**config.mk**
```make
export PLATFORM = sky130hd
export DESIGN_NAME = dmem_access_ctrl_flat
export DESIGN_NICKNAME = d
export VERILOG_FILES = /design/src/rtl/dmem_ctrl_pkg.sv /design/src/rtl/dmem_access_ctrl_if.sv /design/src/rtl/dmem_wbuf.sv /design/src/rtl/dmem_access_ctrl.sv /design/src/flat_wrapper.sv
export SDC_FILE = /design/constraint.sdc
export NUM_CORES = 1
export LEC_CHECK = 0
export ABC_CLOCK_PERIOD_IN_PS = 4900
export CAP_MARGIN = 20
export CORE_MARGIN = 4
export CORE_UTILIZATION = 40
export CTS_CLUSTER_SIZE = 40
export DETAILED_ROUTE_END_ITERATION = 10
export HOLD_SLACK_MARGIN = 0.08
export PLACE_DENSITY = 0.82
export SLEW_MARGIN = 20
export SYNTH_ARGS = -nofsm -noshare
export SYNTH_HDL_FRONTEND = slang
export SYNTH_SLANG_ARGS = --single-unit
```
**constraint.sdc**
```tcl
create_clock -name clk -period 4.9 [get_ports clk]
set_clock_uncertainty 0.2 [all_clocks]
set_input_delay 0.98 -clock clk [delete_from_list [all_inputs] [get_ports clk]]
set_output_delay 0.98 -clock clk [all_outputs]
set_load 0.02 [all_outputs]
```
**src/rtl/dmem_ctrl_pkg.sv**
```systemverilog
// Shared types, default geometry and the address-legality check for the data-memory access controller.
package dmem_ctrl_pkg;

  typedef enum logic [1:0] {
    IDLE   = 2'd0,
    ACCESS = 2'd1,
    DONE   = 2'd2
  } state_t;

  localparam logic [31:0] DMEM_BASE_ADDR   = 32'd1024;
  localparam int unsigned DMEM_DEPTH_WORDS = 64;

  // Word-aligned and inside [base, base + 4*depth), all in 32-bit unsigned arithmetic.
  function automatic logic addr_legal(input logic [31:0] addr,
                                      input logic [31:0] base,
                                      input logic [31:0] depth);
    logic [31:0] limit;
    limit = base + (depth << 2);
    return (addr[1:0] == 2'b00) && (addr >= base) && (addr < limit);
  endfunction

endpackage

```
**src/rtl/dmem_access_ctrl_if.sv**
```systemverilog
// MEM-stage request bus plus data-memory strobe bus of the access controller.
interface dmem_access_ctrl_if;
  // Handshake: the MEM stage raises req_rd/req_wr with address/data and holds all
  // of them stable while stall=1; the request is consumed on the first rising edge
  // at which stall=0. rd_valid and err are single-cycle result pulses.
  logic        req_rd;
  logic        req_wr;
  logic [31:0] req_addr;
  logic [31:0] req_wdata;
  logic        stall;
  logic [31:0] rd_data;
  logic        rd_valid;
  logic        err;
  logic        mem_r_en;
  logic        mem_w_en;
  logic [31:0] mem_addr;
  logic [31:0] mem_wdata;
  logic [31:0] mem_rdata;

  modport master (
    output req_rd, req_wr, req_addr, req_wdata, mem_rdata,
    input  stall, rd_data, rd_valid, err, mem_r_en, mem_w_en, mem_addr, mem_wdata
  );

  modport slave (
    input  req_rd, req_wr, req_addr, req_wdata, mem_rdata,
    output stall, rd_data, rd_valid, err, mem_r_en, mem_w_en, mem_addr, mem_wdata
  );
endinterface

```
**src/rtl/dmem_wbuf.sv**
```systemverilog
// One-entry posted write buffer (valid/address/data) with an address-match probe.
// Only built when DMEM_WBUF_EN is defined.
`ifdef DMEM_WBUF_EN
module dmem_wbuf (
  input  logic        clk,
  input  logic        rst,
  input  logic        load,
  input  logic        clear,
  input  logic [31:0] load_addr,
  input  logic [31:0] load_data,
  input  logic [31:0] probe_addr,
  output logic        valid,
  output logic [31:0] addr,
  output logic [31:0] data,
  output logic        match
);

  always_ff @(posedge clk or posedge rst) begin
    if (rst) begin
      valid <= 1'b0;
      addr  <= 32'h0;
      data  <= 32'h0;
    end else if (load) begin
      valid <= 1'b1;
      addr  <= load_addr;
      data  <= load_data;
    end else if (clear) begin
      valid <= 1'b0;
    end
  end

  assign match = valid && (addr == probe_addr);

endmodule
`endif

```
**src/rtl/dmem_access_ctrl.sv**
```systemverilog
// MEM-stage to data-memory access controller: legality check, wait-stated strobes, stall and read return.
// Optional posted write buffer enabled by defining DMEM_WBUF_EN.
module dmem_access_ctrl
  import dmem_ctrl_pkg::*;
#(
  parameter int unsigned WAIT_CYCLES = 2,
  parameter logic [31:0] BASE_ADDR   = DMEM_BASE_ADDR,
  parameter int unsigned DEPTH_WORDS = DMEM_DEPTH_WORDS
) (
  input  logic               clk,
  input  logic               rst,
  dmem_access_ctrl_if.slave  bus,
  output state_t             state_dbg
);

  localparam logic [3:0] LAST_CNT = 4'(WAIT_CYCLES);

  state_t      state;
  logic [3:0]  cnt;
  logic        op_wr;
  logic        op_drain;
  logic [31:0] rd_data_q;
  logic        rd_valid_q;
  logic        err_q;
  logic        mem_r_en_q;
  logic        mem_w_en_q;
  logic [31:0] mem_addr_q;
  logic [31:0] mem_wdata_q;

  logic req_any;
  logic req_legal;
  logic last_cyc;

  assign req_any   = bus.req_rd | bus.req_wr;
  assign req_legal = addr_legal(bus.req_addr, BASE_ADDR, 32'(DEPTH_WORDS))
                     & ~(bus.req_rd & bus.req_wr);
  assign last_cyc  = (cnt == LAST_CNT);

`ifdef DMEM_WBUF_EN
  logic        buf_valid;
  logic        buf_match;
  logic [31:0] buf_addr;
  logic [31:0] buf_data;
  logic        wr_accept;
  logic        rd_hit;
  logic        buf_clear;

  assign wr_accept = (state == IDLE) & bus.req_wr & ~bus.req_rd & req_legal & ~buf_valid;
  assign rd_hit    = (state == IDLE) & bus.req_rd & ~bus.req_wr & req_legal & buf_match;
  assign buf_clear = (state == ACCESS) & op_drain & last_cyc;

  dmem_wbuf u_wbuf (
    .clk        (clk),
    .rst        (rst),
    .load       (wr_accept),
    .clear      (buf_clear),
    .load_addr  (bus.req_addr),
    .load_data  (bus.req_wdata),
    .probe_addr (bus.req_addr),
    .valid      (buf_valid),
    .addr       (buf_addr),
    .data       (buf_data),
    .match      (buf_match)
  );

  // A posted write is consumed in the same cycle, so it must not freeze the pipeline.
  assign bus.stall = req_any & (state != DONE) & ~wr_accept;
`else
  assign bus.stall = req_any & (state != DONE);
`endif

  always_ff @(posedge clk or posedge rst) begin
    if (rst) begin
      state       <= IDLE;
      cnt         <= 4'd0;
      op_wr       <= 1'b0;
      op_drain    <= 1'b0;
      rd_data_q   <= 32'h0;
      rd_valid_q  <= 1'b0;
      err_q       <= 1'b0;
      mem_r_en_q  <= 1'b0;
      mem_w_en_q  <= 1'b0;
      mem_addr_q  <= 32'h0;
      mem_wdata_q <= 32'h0;
    end else begin
      rd_valid_q <= 1'b0;
      err_q      <= 1'b0;
      case (state)
        IDLE: begin
          if (req_any && !req_legal) begin
            state       <= DONE;
            err_q       <= 1'b1;
            rd_data_q   <= 32'h0;
            op_wr       <= bus.req_wr;
            op_drain    <= 1'b0;
            mem_addr_q  <= bus.req_addr;
            mem_wdata_q <= bus.req_wdata;
`ifdef DMEM_WBUF_EN
          end else if (rd_hit) begin
            state      <= DONE;
            rd_data_q  <= buf_data;
            rd_valid_q <= 1'b1;
            op_wr      <= 1'b0;
            op_drain   <= 1'b0;
          end else if (buf_valid) begin
            // Drain before serving anything that cannot bypass the buffer.
            state       <= ACCESS;
            cnt         <= 4'd1;
            op_wr       <= 1'b1;
            op_drain    <= 1'b1;
            mem_addr_q  <= buf_addr;
            mem_wdata_q <= buf_data;
            mem_r_en_q  <= 1'b0;
            mem_w_en_q  <= (LAST_CNT == 4'd1);
          end else if (req_any && !wr_accept) begin
`else
          end else if (req_any) begin
`endif
            state       <= ACCESS;
            cnt         <= 4'd1;
            op_wr       <= bus.req_wr;
            op_drain    <= 1'b0;
            mem_addr_q  <= bus.req_addr;
            mem_wdata_q <= bus.req_wdata;
            mem_r_en_q  <= bus.req_rd;
            mem_w_en_q  <= bus.req_wr && (LAST_CNT == 4'd1);
          end
        end
        ACCESS: begin
          if (last_cyc) begin
            cnt        <= 4'd0;
            mem_r_en_q <= 1'b0;
            mem_w_en_q <= 1'b0;
            if (!op_wr) begin
              rd_data_q  <= bus.mem_rdata;
              rd_valid_q <= 1'b1;
            end
            // A background drain has no pipeline consumer, so it skips DONE.
            state <= op_drain ? IDLE : DONE;
          end else begin
            cnt        <= cnt + 4'd1;
            mem_w_en_q <= op_wr && ((cnt + 4'd1) == LAST_CNT);
          end
        end
        DONE: begin
          state    <= IDLE;
          op_drain <= 1'b0;
        end
        default: state <= IDLE;
      endcase
    end
  end

  assign bus.rd_data   = rd_data_q;
  assign bus.rd_valid  = rd_valid_q;
  assign bus.err       = err_q;
  assign bus.mem_r_en  = mem_r_en_q;
  assign bus.mem_w_en  = mem_w_en_q;
  assign bus.mem_addr  = mem_addr_q;
  assign bus.mem_wdata = mem_wdata_q;
  assign state_dbg     = state;

endmodule

```
**src/flat_wrapper.sv**
```systemverilog
// flat-port wrapper written by rule: the top's interface ports become plain ports
module dmem_access_ctrl_flat import dmem_ctrl_pkg::*;
#(
  parameter int unsigned WAIT_CYCLES = 2,
  parameter logic [31:0] BASE_ADDR   = DMEM_BASE_ADDR,
  parameter int unsigned DEPTH_WORDS = DMEM_DEPTH_WORDS
)
  (clk, rst, state_dbg, bus_req_rd, bus_req_wr, bus_req_addr, bus_req_wdata, bus_mem_rdata, bus_stall, bus_rd_data, bus_rd_valid, bus_err, bus_mem_r_en, bus_mem_w_en, bus_mem_addr, bus_mem_wdata);
  dmem_access_ctrl_if bus_i ();
  input  logic clk;
  input  logic rst;
  output state_t state_dbg;
  input wire logic [$bits(bus_i.req_rd)-1:0] bus_req_rd;
  input wire logic [$bits(bus_i.req_wr)-1:0] bus_req_wr;
  input wire logic [$bits(bus_i.req_addr)-1:0] bus_req_addr;
  input wire logic [$bits(bus_i.req_wdata)-1:0] bus_req_wdata;
  input wire logic [$bits(bus_i.mem_rdata)-1:0] bus_mem_rdata;
  output wire logic [$bits(bus_i.stall)-1:0] bus_stall;
  output wire logic [$bits(bus_i.rd_data)-1:0] bus_rd_data;
  output wire logic [$bits(bus_i.rd_valid)-1:0] bus_rd_valid;
  output wire logic [$bits(bus_i.err)-1:0] bus_err;
  output wire logic [$bits(bus_i.mem_r_en)-1:0] bus_mem_r_en;
  output wire logic [$bits(bus_i.mem_w_en)-1:0] bus_mem_w_en;
  output wire logic [$bits(bus_i.mem_addr)-1:0] bus_mem_addr;
  output wire logic [$bits(bus_i.mem_wdata)-1:0] bus_mem_wdata;
  assign bus_i.req_rd = bus_req_rd;
  assign bus_i.req_wr = bus_req_wr;
  assign bus_i.req_addr = bus_req_addr;
  assign bus_i.req_wdata = bus_req_wdata;
  assign bus_i.mem_rdata = bus_mem_rdata;
  assign bus_stall = bus_i.stall;
  assign bus_rd_data = bus_i.rd_data;
  assign bus_rd_valid = bus_i.rd_valid;
  assign bus_err = bus_i.err;
  assign bus_mem_r_en = bus_i.mem_r_en;
  assign bus_mem_w_en = bus_i.mem_w_en;
  assign bus_mem_addr = bus_i.mem_addr;
  assign bus_mem_wdata = bus_i.mem_wdata;
  dmem_access_ctrl #(.WAIT_CYCLES(WAIT_CYCLES), .BASE_ADDR(BASE_ADDR), .DEPTH_WORDS(DEPTH_WORDS)) u_core (.clk(clk), .rst(rst), .bus(bus_i), .state_dbg(state_dbg));
endmodule
```
==> metrics.md, run 1 <==
| Metric | Value |
|---|---|
| Status | `completed` |
| Via density | `about 4.9` |
| Max cap viols | `0` |
| Final Hold Vio Count | `0` |
| Layout area overhead | `55.4%` |
| Part of the power in combinational logic | `around 29%` |
| CP most frequent cell | `clkdlybuf4s50_1` |
| Global-route wire length before repair | `between 15000 and 20000 um` |
| Hold_ws | `0.282 ns` |
| Cell Area, Synth | `roughly 0.0042 mm^2` |
| Synth Area in XOR/XNOR | `0.417%` |
| Pwr per Cell Area | `331 mW/mm^2` |
| Worst hold stages | `2` |
| Largest stage delay, worst path | `around 0.62 ns` |
| Dpl hpwl | `9010 um` |
| 1st-pass router iterations | `4` |
| Fin crit period | `between 3 and 4 ns` |
| Final Cycle Share | `74.5%` |
| M3 GR Usage | `between 6 and 7%` |
| Final Slew Violations | `0` |
| Worst path slowest cell | `clkdlybuf4s50_1` |
| Top Usage Layer GRT | `met2` |
| Clk root buf | `clkbuf_8` |
| DRT Wirelength | `11900 um` |
| Hold_sp | `u_core.bus.mem_wdata[3]$_DFFE_PP0P_` |
| Number of global-route vias before repair | `around 3800` |
| Critical path endpoint category | `output pin` |
| Synth warn | `0` |
| Met1 Use GR | `between 20% and 30%` |
| Post-Synth Simple-Gate Area | `a little over a fifth` |
| Count of buffers from port buffering | `about 200` |
| Pint | `~1.5 mW` |
| Setup TNS | `0 ns` |
| Worst-margin pin slew | `approximately 0.84 ns` |
| Register bit total from synthesis | `107` |
| WL/cell | `around 16 um` |
| Worst Setup Path Type | `in -> out` |
| Worst VDD drop | `between 0.00015 and 0.0002 V` |
| Critical-path cell list | `clkdlybuf4s50_1, nor2_1, a21oi_1, clkdlybuf4s50_1` |
| Worst-case reg-to-reg path depth | `7` |
| M2 GR Usage | `32.9%` |
| Clock slew at reported path FFs | `roughly 0.10 ns` |
| Switch Pwr | `around 700 uW` |
| Max-slew headroom | `a little over two fifths` |
| Largest net degree at the start of global routing | `69` |
| Final setup viols | `0` |
| Iteration-0 DRC Markers | `approximately 220` |
| Hold EP | `u_core.bus.mem_wdata[3]$_DFFE_PP0P_` |
| Worst R2R Start | `u_core.cnt[0]$_DFFE_PP0P_` |
| Final #Nets | `717` |
| Clock buffer count from CTS | `9` |
| Post-synth top area cell | `dfrtp_1` |
| Final Cell Area | `approximately 0.0065 mm^2` |
| Overall Global Routing Usage | `roughly 19%` |
| Vias | `around 3700` |
| Die Span Y | `between 100 and 150 um` |
| Syn_nets | `around 520` |
| Compound-Gate Fraction of Synth Area | `about a tenth` |
| Total power | `about 2.2 mW` |
| Post-synthesis mux area share | `0%` |
| # IOs | `~200` |
| TritonCTS clock tree | `built` |
| Final RePlAce weighted congestion | `about 0.81` |
| RR Endpoint | `u_core.bus.rd_data[29]$_DFFE_PP0P_` |
| Clock Sink Count | `approximately 110` |
| Sequential fraction of the synthesis area | `63.7%` |
| Yosys cell types | `34` |
| H-tree levels | `3` |
| RSZ-0062 raised after global routing | `no` |
| Reg2reg setup slack | `2.63 ns` |
| Post-Synth Adder-Cell Area | `0.893%` |
| Max clock buf depth | `2` |
| Worst hold-check path type | `reg -> reg` |
| Placed inst area | `about 0.0064 mm^2` |
| # DRC | `0` |
| Layout cells sized above 1 | `between 5 and 6%` |
| F_max | `274 MHz` |
| Clock Power Share | `approximately 23%` |
| GRT overflow | `0` |
| Crit Path Max Fanout | `4` |
| Detail Route Antenna Nets | `0` |
| Syn Inst Count | `about 420` |
| CP arrival | `between 2 and 2.5 ns` |
| Worst skew pair latency | `around 0.35 ns` |
| Die area | `0.0122 mm^2` |
| Share of the synthesized area in the top cell type | `63.7%` |
| Switching part of the total | `between 30% and 40%` |
| Cell Rows | `37` |
| Number of setup buffers added after CTS | `0` |
| Main combinational cell family by area after synthesis | `simple AND/OR/NAND/NOR gates` |
| Core area | `between 0.01 and 0.015 mm^2` |
| # hold bufs at CTS | `0` |
| N_diodes | `0` |
| Die Span X | `111 um` |
| Initial antenna violation count | `0` |
| Initial Util | `around two fifths` |
| Final WS setup | `about 1.3 ns` |
| Leakage | `around 3.1 nW` |
| Setup crit start kind | `input pin` |
| Avg Inst Size Synth | `between 10 and 15 um^2` |
| Place WS | `approximately 1.3 ns` |
| Post-cts resize count | `0` |
| Seq pwr share | `between 40 and 50%` |
| Main area contributors after synthesis | `dfrtp_1, nand2_1, a22o_1, a21oi_1, ha_1` |
| CP Data Required Time | `about 3.7 ns` |
## power by group through the flow
stage	Sequential (mW)	Combinational, mW	Clock [mW]
after CTS	1.05	0.628	0.511
after detailed placement	1.07	0.627	0
after global placement	1.06	0.614	0
final	1.05	0.619	0.494
after global routing	1.06	0.670	0.547
after floorplan	1.18	0.172	0
## cell usage after synthesis
| library cell | number |
|---|---|
| nor4b_2 | 1 |
| or2_2 | 1 |
| nand2b_1 | 2 |
| o22ai_1 | 1 |
| nor3_1 | 1 |
| o21ai_0 | 4 |
| nor3_4 | 1 |
| inv_1 | 4 |
| or2b_1 | 1 |
| o32ai_4 | 1 |
| o21ai_1 | 1 |
| o2bb2ai_1 | 1 |
| nor3_2 | 1 |
| nand2_1 | 199 |
| xor2_1 | 2 |
| o221ai_1 | 1 |
| o31ai_1 | 1 |
| inv_2 | 1 |
| nand4_1 | 1 |
| nor2_1 | 5 |
| buf_2 | 4 |
| nor3b_1 | 1 |
| buf_1 | 6 |
| nand3_1 | 1 |
| buf_6 | 3 |
| ha_1 | 3 |
| o2111ai_1 | 1 |
| or3b_4 | 1 |
| clkbuf_1 | 8 |
| a21o_1 | 2 |
| a21oi_1 | 9 |
| nor4_1 | 6 |
| a22o_1 | 33 |
| dfrtp_1 | 107 |
## final cells by class
class / count / area (um^2)
inverters: 5 / 21.3
clock buffers: 10 / 128
clock inverters: 6 / 45.0
multi-input cells: 282 / 1420
repair buffers: 209 / 2070
fillers: 827 / 3740
well taps: 136 / 170
flip-flops and latches: 107 / 2680
## registers in the layout, summed over array words and instances, names as in the netlist
signal                cells
u_core.bus.mem_addr      32
u_core.bus.mem_wdata     32
u_core.bus.rd_data       32
u_core.cnt                4
u_core.state_dbg          2
u_core.bus.err            1
u_core.bus.mem_r_en       1
u_core.bus.mem_w_en       1
u_core.bus.rd_valid       1
u_core.op_wr              1
## cells in the final DEF (no fill, tap or decap), drive strengths merged, types with 2 or more instances in the layout
master         count
clkdlybuf4s50    202
nand2            199
dfrtp            107
a22o              33
clkbuf            10
a21oi              9
inv                9
buf                7
nor4               6
nor2               5
o21ai              5
ha                 3
nor3               3
nand2b             2
a21o               2
xor2               2
clkinv             2
## routing by layer
layer	share of wire, %	wire, um	vias to the layer above
li1	-	-	1761
met1	39	4600	1763
met2	51	6100	132
met3	7.8	927	16
met4	2.1	250	0
met5	0	0	-
## cells by family after synthesis
family / Yosys count
simple gates: 222
flops: 107
compound gates: 55
buf+inv: 26
fa+ha+maj: 3
xor+xnor: 2
## worst max path at each step
stage | from | to | slack, ns | cells past startpoint
floorplan | rst | u_core.bus.err$_DFF_PP0_ | 0.90 | 1
global placement | bus_req_wr | bus_stall | 1.30 | 4
detailed placement | bus_req_wr | bus_stall | 1.25 | 4
CTS | bus_req_rd | bus_stall | 1.25 | 4
global route | bus_req_wr | bus_stall | 1.17 | 4
finish | bus_req_rd | bus_stall | 1.25 | 4
## critical path: cells and delay by family
family	cells	cell delay (ns)
and+or+nand+nor	1	0.14
buffers and inverters	2	1.20
AOI/OAI and AO/OA	1	0.14
## metrics by stage
| stage | std cells | utilization [%] |
|---|---|---|
| floorplan | 415 | - |
| detailed placement | 739 | 61.9 |
| CTS | 755 | 63.6 |
| finish | 755 | 63.6 |
| global placement | 739 | 61.9 |
| global route | 755 | 63.6 |
Note: power is estimated with default switching activity, not from simulation.
==> inputs of run 2 (changes only) <==
--- a/config.mk
+++ b/config.mk
@@ -5,7 +5,7 @@
 export SDC_FILE = /design/constraint.sdc
 export NUM_CORES = 1
 export LEC_CHECK = 0
-export ABC_CLOCK_PERIOD_IN_PS = 4900
+export ABC_CLOCK_PERIOD_IN_PS = 3450
 export CAP_MARGIN = 20
 export CORE_MARGIN = 4
 export CORE_UTILIZATION = 40
==> constraint.sdc (replaced) <==
create_clock -name clk -period 3.45 [get_ports clk]
set_clock_uncertainty 0.2 [all_clocks]
set_input_delay 0.69 -clock clk [delete_from_list [all_inputs] [get_ports clk]]
set_output_delay 0.69 -clock clk [all_outputs]
set_load 0.02 [all_outputs]
==> metrics.md, run 2 (synthesized netlist as in run 1, its figures left out) <==
| Metric | Value |
|---|---|
| Most common cell after layout, fill and taps aside | `clkdlybuf4s50_1` |
| Worst Setup Path Type | `in -> out` |
| Critical path buffer and inverter count | `2` |
| Final Cycle Share | `90.3%` |
| Final RePlAce weighted congestion | `0.855` |
| Final #Nets | `just over 700` |
| Die area | `approximately 0.012 mm^2` |
| Status | `completed` |
| Iteration-0 DRC Markers | `about 210` |
| N_diodes | `0` |
| Hold_ws | `roughly 0.28 ns` |
| Critical path endpoint category | `output pin` |
| Clock Sink Count | `around 110` |
| Cell Rows | `37` |
| GRT overflow | `0` |
| 1st-pass router iterations | `4` |
| WL/cell | `15.9 um` |
| Vias | `~3700` |
| Critical-path cell list | `clkdlybuf4s50_1, nor2_1, a21oi_1, clkdlybuf4s50_1` |
| Global-route wire length before repair | `slightly below 20000 um` |
| Layout cells sized above 1 | `approximately 5.3%` |
| Die Span X | `between 100 and 150 um` |
| Final Slew Violations | `0` |
| Max clock buf depth | `2` |
| # hold bufs at CTS | `0` |
| # IOs | `between 200 and 250` |
| Post-cts resize count | `0` |
| Leakage | `between 3 and 4 nW` |
| Worst hold-check path type | `reg -> reg` |
| Setup TNS | `0 ns` |
| Max-slew headroom | `between 50% and 60%` |
| Final Hold Vio Count | `0` |
| Number of setup buffers added after CTS | `0` |
| Clock slew at reported path FFs | `0.09 ns` |
| Crit Path Max Fanout | `4` |
| CP most frequent cell | `clkdlybuf4s50_1` |
| Die Span Y | `around 110 um` |
| Fin crit period | `between 3 and 4 ns` |
| DRT Wirelength | `~12000 um` |
| Final setup viols | `0` |
| Setup crit start kind | `input pin` |
| Overall Global Routing Usage | `between 10% and 20%` |
| # fillers | `between 800 and 900` |
| Pwr per Cell Area | `477 mW/mm^2` |
| Layout area overhead | `57.4%` |
| Clk root buf | `clkbuf_8` |
| Worst path slowest cell | `clkdlybuf4s50_1` |
| Clock buffer count from CTS | `9` |
| CP arrival | `around 2.2 ns` |
| Count of buffers from port buffering | `approximately 200` |
| RSZ-0062 raised after global routing | `no` |
| Worst VDD drop | `0.000236 V` |
| Core area | `a little over 0.01 mm^2` |
| F_max | `about 320 MHz` |
| Detail Route Antenna Nets | `0` |
| Worst skew pair latency | `~0.36 ns` |
| Initial Util | `around 41%` |
| Most frequent cells in the layout | `clkdlybuf4s50_1, nand2_1, dfrtp_1, a22o_1, clkbuf_8` |
| Top delay family on crit path | `buffers and inverters` |
| TritonCTS clock tree | `built` |
| Via density | `between 4 and 5` |
| # DRC | `0` |
| Max cap viols | `0` |
| CP Data Required Time | `about 2.6 ns` |
| H-tree levels | `3` |
| Number of global-route vias before repair | `~3800` |
| Worst-margin pin slew | `0.664 ns` |
| Largest net degree at the start of global routing | `between 60 and 70` |
| Dpl hpwl | `roughly 9000 um` |
| Initial antenna violation count | `0` |
| Largest stage delay, worst path | `0.66 ns` |
## run 2: cell count changes in the layout (fill, tap and decap cells not counted), sizes merged
cell and change:
inv -5, buf +3, clkinvlp +3, clkbuf +2, bufinv +1, clkinv -1
## run 2: worst register-to-register path: cells and delay by family (launching register included)
family | cells | cell delay [ns]
adders and majority gates | 1 | 0.15
DFF | 1 | 0.44
AOI/OAI and AO/OA | 2 | 0.36
and+or+nand+nor | 2 | 0.58
buffers and inverters | 3 | 0.65
## run 2: layer usage
metal	track usage, %	share of wire [%]	vias up	routed length (um)
met4	7.88	2.7	0	329
met3	5.81	6.3	24	765
met2	33.3	51	134	6180
met5	0	0	-	0
met1	22.7	40	1827	4790
li1	-	-	1754	-
## run 2: path summary, 6_finish.rpt
path / startpoint / to / slack [ns] / cells past startpoint
max: bus_req_wr / bus_stall / 0.34 / 4
max reg2reg: u_core.cnt[0]$_DFFE_PP0P_ / u_core.bus.rd_data[8]$_DFFE_PP0P_ / 0.96 / 8
min: u_core.bus.mem_wdata[19]$_DFFE_PP0P_ / u_core.bus.mem_wdata[19]$_DFFE_PP0P_ / 0.28 / 2
min reg2reg: u_core.bus.mem_wdata[19]$_DFFE_PP0P_ / u_core.bus.mem_wdata[19]$_DFFE_PP0P_ / 0.28 / 2
max in group asynchronous: rst / u_core.bus.rd_data[13]$_DFFE_PP0P_ / 1.79 / 3
min in group asynchronous: rst / u_core.bus.rd_data[31]$_DFFE_PP0P_ / 0.57 / 2
## run 2: through the flow
step / power [mW] / worst slack [ns] / utilization, % / std cells / instance area, um^2
after floorplan: 1.92 / 1.27 / - / 415 / 4210
after global placement: 2.39 / 0.333 / 62.5 / 742 / 6420
after detailed placement: 2.42 / 0.330 / 62.5 / 742 / 6420
after CTS: 3.20 / 0.313 / 64.4 / 758 / 6620
after global routing: 3.32 / 0.243 / 64.4 / 758 / 6620
final: 3.16 / 0.335 / 64.4 / 758 / 6620
## run 2: where the power goes
group,switching (mW),internal (mW)
combinational,0.468,0.431
sequential,0.0905,1.40
clock,0.413,0.356
total,0.971,2.18
## run 2: layout make-up
class / instances / area [um^2] / area share (%)
inverters: 5 / 22.5 / 0.340
well taps: 136 / 170 / 2.57
flip-flops and latches: 107 / 2680 / 40.4
clock inverters: 4 / 50.0 / 0.756
multi-input cells: 282 / 1420 / 21.5
clock buffers: 12 / 145 / 2.19
repair buffers: 212 / 2130 / 32.2
==> inputs of run 3 (changes only) <==
--- a/config.mk
+++ b/config.mk
@@ -5,14 +5,16 @@
 export SDC_FILE = /design/constraint.sdc
 export NUM_CORES = 1
 export LEC_CHECK = 0
+export ABC_AREA = 1
 export ABC_CLOCK_PERIOD_IN_PS = 3450
 export CAP_MARGIN = 20
 export CORE_MARGIN = 4
 export CORE_UTILIZATION = 40
+export CTS_BUF_LIST = sky130_fd_sc_hd__clkbuf_4
 export CTS_CLUSTER_SIZE = 40
 export DETAILED_ROUTE_END_ITERATION = 10
 export HOLD_SLACK_MARGIN = 0.08
-export PLACE_DENSITY = 0.82
+export PLACE_DENSITY = 0.81
 export SLEW_MARGIN = 20
 export SYNTH_ARGS = -nofsm -noshare
 export SYNTH_HDL_FRONTEND = slang
==> metrics.md, run 3 <==
| Metric | Value |
|---|---|
| RSZ-0062 raised after global routing | `no` |
| Main area contributors after synthesis | `dfrtp_1, nand2_1, inv_1, o21ai_0, o21ai_1` |
| Clock Power Share | `about 15%` |
| Leakage | `~3.3 nW` |
| Worst Setup Path Type | `in -> out` |
| Pwr per Cell Area | `695 mW/mm^2` |
| TritonCTS clock tree | `built` |
| Post-synth EDFFs | `0` |
| Placed inst area | `between 0.006 and 0.007 mm^2` |
| Hold_ws | `0.284 ns` |
| H-tree levels | `3` |
| Max-slew headroom | `59.4%` |
| DRT Wirelength | `around 12000 um` |
| Reg2reg setup slack | `between 1 and 1.5 ns` |
| Part of the power in combinational logic | `about 46%` |
| Final Hold Vio Count | `0` |
| Number of global-route vias before repair | `3927` |
| Syn_nets | `~610` |
| F_max | `~330 MHz` |
| Final RePlAce weighted congestion | `a little over 0.8` |
| Multi-input logic area | `~0.0014 mm^2` |
| Max cap viols | `0` |
| Post-synth top area cell | `dfrtp_1` |
| Worst skew pair latency | `between 0.4 and 0.5 ns` |
| Die Span X | `112 um` |
| Crit Path Max Fanout | `3` |
| GRT overflow | `0` |
| Seq pwr share | `39.7%` |
| Share of the synthesized area in the top cell type | `roughly three fifths` |
| Clock Sink Count | `~110` |
| Final Cycle Share | `roughly nine tenths` |
| Clock slew at reported path FFs | `about 0.14 ns` |
| Most common cell after layout, fill and taps aside | `nand2_1` |
| Final Cell Area | `about 0.0066 mm^2` |
| Top cells by count, synth | `nand2_1, dfrtp_1, inv_1` |
| Global-route wire length before repair | `about 19000 um` |
| Iteration-0 DRC Markers | `197` |
| Switch Pwr | `between 1.5 and 2 mW` |
| Cell Area, Synth | `approximately 0.0043 mm^2` |
| Die area | `between 0.01 and 0.015 mm^2` |
| Clock buffer count from CTS | `9` |
| Worst-margin pin slew | `around 0.61 ns` |
| Dpl cells | `824` |
| Clk root buf | `clkbuf_4` |
| Final setup viols | `0` |
| Setup crit start kind | `input pin` |
| Avg Inst Size Synth | `about 8.6 um^2` |
| Cell Rows | `37` |
| RR Endpoint | `u_core.bus.rd_data[4]$_DFFE_PP0P_` |
| Synth Flop Type | `dfrtp_1` |
| Dpl hpwl | `just under 9000 um` |
| Sequential fraction of the synthesis area | `between 60% and 70%` |
| 1st-pass router iterations | `4` |
| Hold_sp | `u_core.bus.rd_data[7]$_DFFE_PP0P_` |
| Count of buffers from port buffering | `roughly 200` |
| Number of setup buffers added after CTS | `0` |
| N_diodes | `0` |
| # hold bufs at CTS | `0` |
| WL/cell | `roughly 14 um` |
| Most frequent cells in the layout | `nand2_1, clkdlybuf4s50_1, dfrtp_1, inv_1, o21ai_0` |
| Critical path endpoint category | `output pin` |
| Initial antenna violation count | `0` |
| Largest net degree at the start of global routing | `108` |
| Final Slew Violations | `0` |
| Die Span Y | `112 um` |
| Detail Route Antenna Nets | `0` |
| Initial Util | `41.5%` |
| Core area | `roughly 0.010 mm^2` |
| Max clock buf depth | `2` |
| CP Data Required Time | `roughly 2.6 ns` |
| Layout area overhead | `53.5%` |
| # DRC | `0` |
| Register area | `~0.0027 mm^2` |
| # IOs | `approximately 200` |
| Synth warn | `0` |
| Switching part of the total | `between 30 and 40%` |
| Syn Inst Count | `502` |
| CP arrival | `about 2.2 ns` |
| Worst hold-check path type | `reg -> reg` |
| Worst R2R Start | `u_core.cnt[0]$_DFFE_PP0P_` |
| Via density | `approximately 4.6` |
| # fillers | `about 900` |
| Worst hold stages | `2` |
| Post-cts resize count | `0` |
| Hold EP | `u_core.bus.rd_data[7]$_DFFE_PP0P_` |
| Overall Global Routing Usage | `18.3%` |
| Pint | `about 2.8 mW` |
| Vias | `3866` |
| Layout cells sized above 1 | `between 4 and 5%` |
| Total power | `about 4.6 mW` |
| Fin crit period | `between 3 and 4 ns` |
| Yosys cell types | `23` |
| Register bit total from synthesis | `roughly 110` |
| Status | `completed` |
| Setup TNS | `0 ns` |
| Final #Nets | `about 800` |
| Most frequent cell after synthesis | `nand2_1` |
| Worst-case reg-to-reg path depth | `9` |
| Worst VDD drop | `about 0.00049 V` |
| Async set-reset flop share out of synthesis | `100%` |
| Non-filler cells, final | `roughly 840` |
-- run 3: cell types whose count changed in the layout (fill, tap and decap cells not counted), moves of 3 or more --
cell      change
nor4_1        -6
inv_2         +3
clkbuf_4     +10
nor2_1        +7
nand3_1       +3
a22o_1       -33
a21oi_1       -5
o21ai_1      +11
clkbuf_8     -10
buf_4         -6
o21ai_0      +10
nand2_1      +80
inv_1        +29
-- run 3: cell type report --
type                    instances  area share, %
clock buffers                  10           1.13
clock inverters                 6           1.21
inverters                      37           2.15
multi-input cells             339           21.2
flip-flops and latches        107           40.3
well taps                     136           2.56
repair buffers                206           31.4
-- run 3: logic make-up (layout without fill, tap and decap cells) --
group	Yosys count	count (layout)	synth area share [%]
compound gates	29	29	3.36
xor+xnor	2	2	0.405
buf+inv	56	259	5.70
flops	107	107	61.9
fa+ha+maj	3	3	0.868
simple gates	305	305	27.7
-- run 3: critical path, stage by stage --
cell             delay (ns)
clkdlybuf4s50_1        0.51
inv_1                  0.05
nand2_1                0.08
inv_1                  0.07
a21oi_1                0.12
clkdlybuf4s50_1        0.63
-- run 3: power by group through the flow --
stage	Combinational, mW	Sequential [mW]	Clock (mW)
2_1_floorplan	0.639	2.29	0
3_3_place_gp	2.09	1.84	0
4_1_cts	2.14	1.84	0.704
6_report	2.11	1.83	0.676
5_1_grt	2.28	1.88	0.756
3_5_place_dp	2.13	1.86	0
-- run 3: stage by stage --
stage,util (%),worst slack (ns)
floorplan,-,1.27
global placement,62.1,0.394
detailed placement,62.1,0.396
CTS,63.6,0.388
global route,63.7,0.318
finish,63.7,0.400
-- run 3: worst max-delay path by stage --
stage / startpoint / to / slack (ns)
6_report: bus_req_rd / bus_stall / 0.40
5_1_grt: bus_req_rd / bus_stall / 0.32
4_1_cts: bus_req_rd / bus_stall / 0.39
3_5_place_dp: bus_req_rd / bus_stall / 0.40
3_3_place_gp: bus_req_rd / bus_stall / 0.39
2_1_floorplan: rst / u_core.bus.err$_DFF_PP0_ / 1.27
-- run 3: per-layer routing --
layer  GRT usage, %  vias to the layer above  wire, um
met5              0                        -         0
met4           7.05                        0       255
met3           5.60                       19       972
met2           31.1                      144      5640
met1           21.9                     1801      4650
li1               -                     1902         -
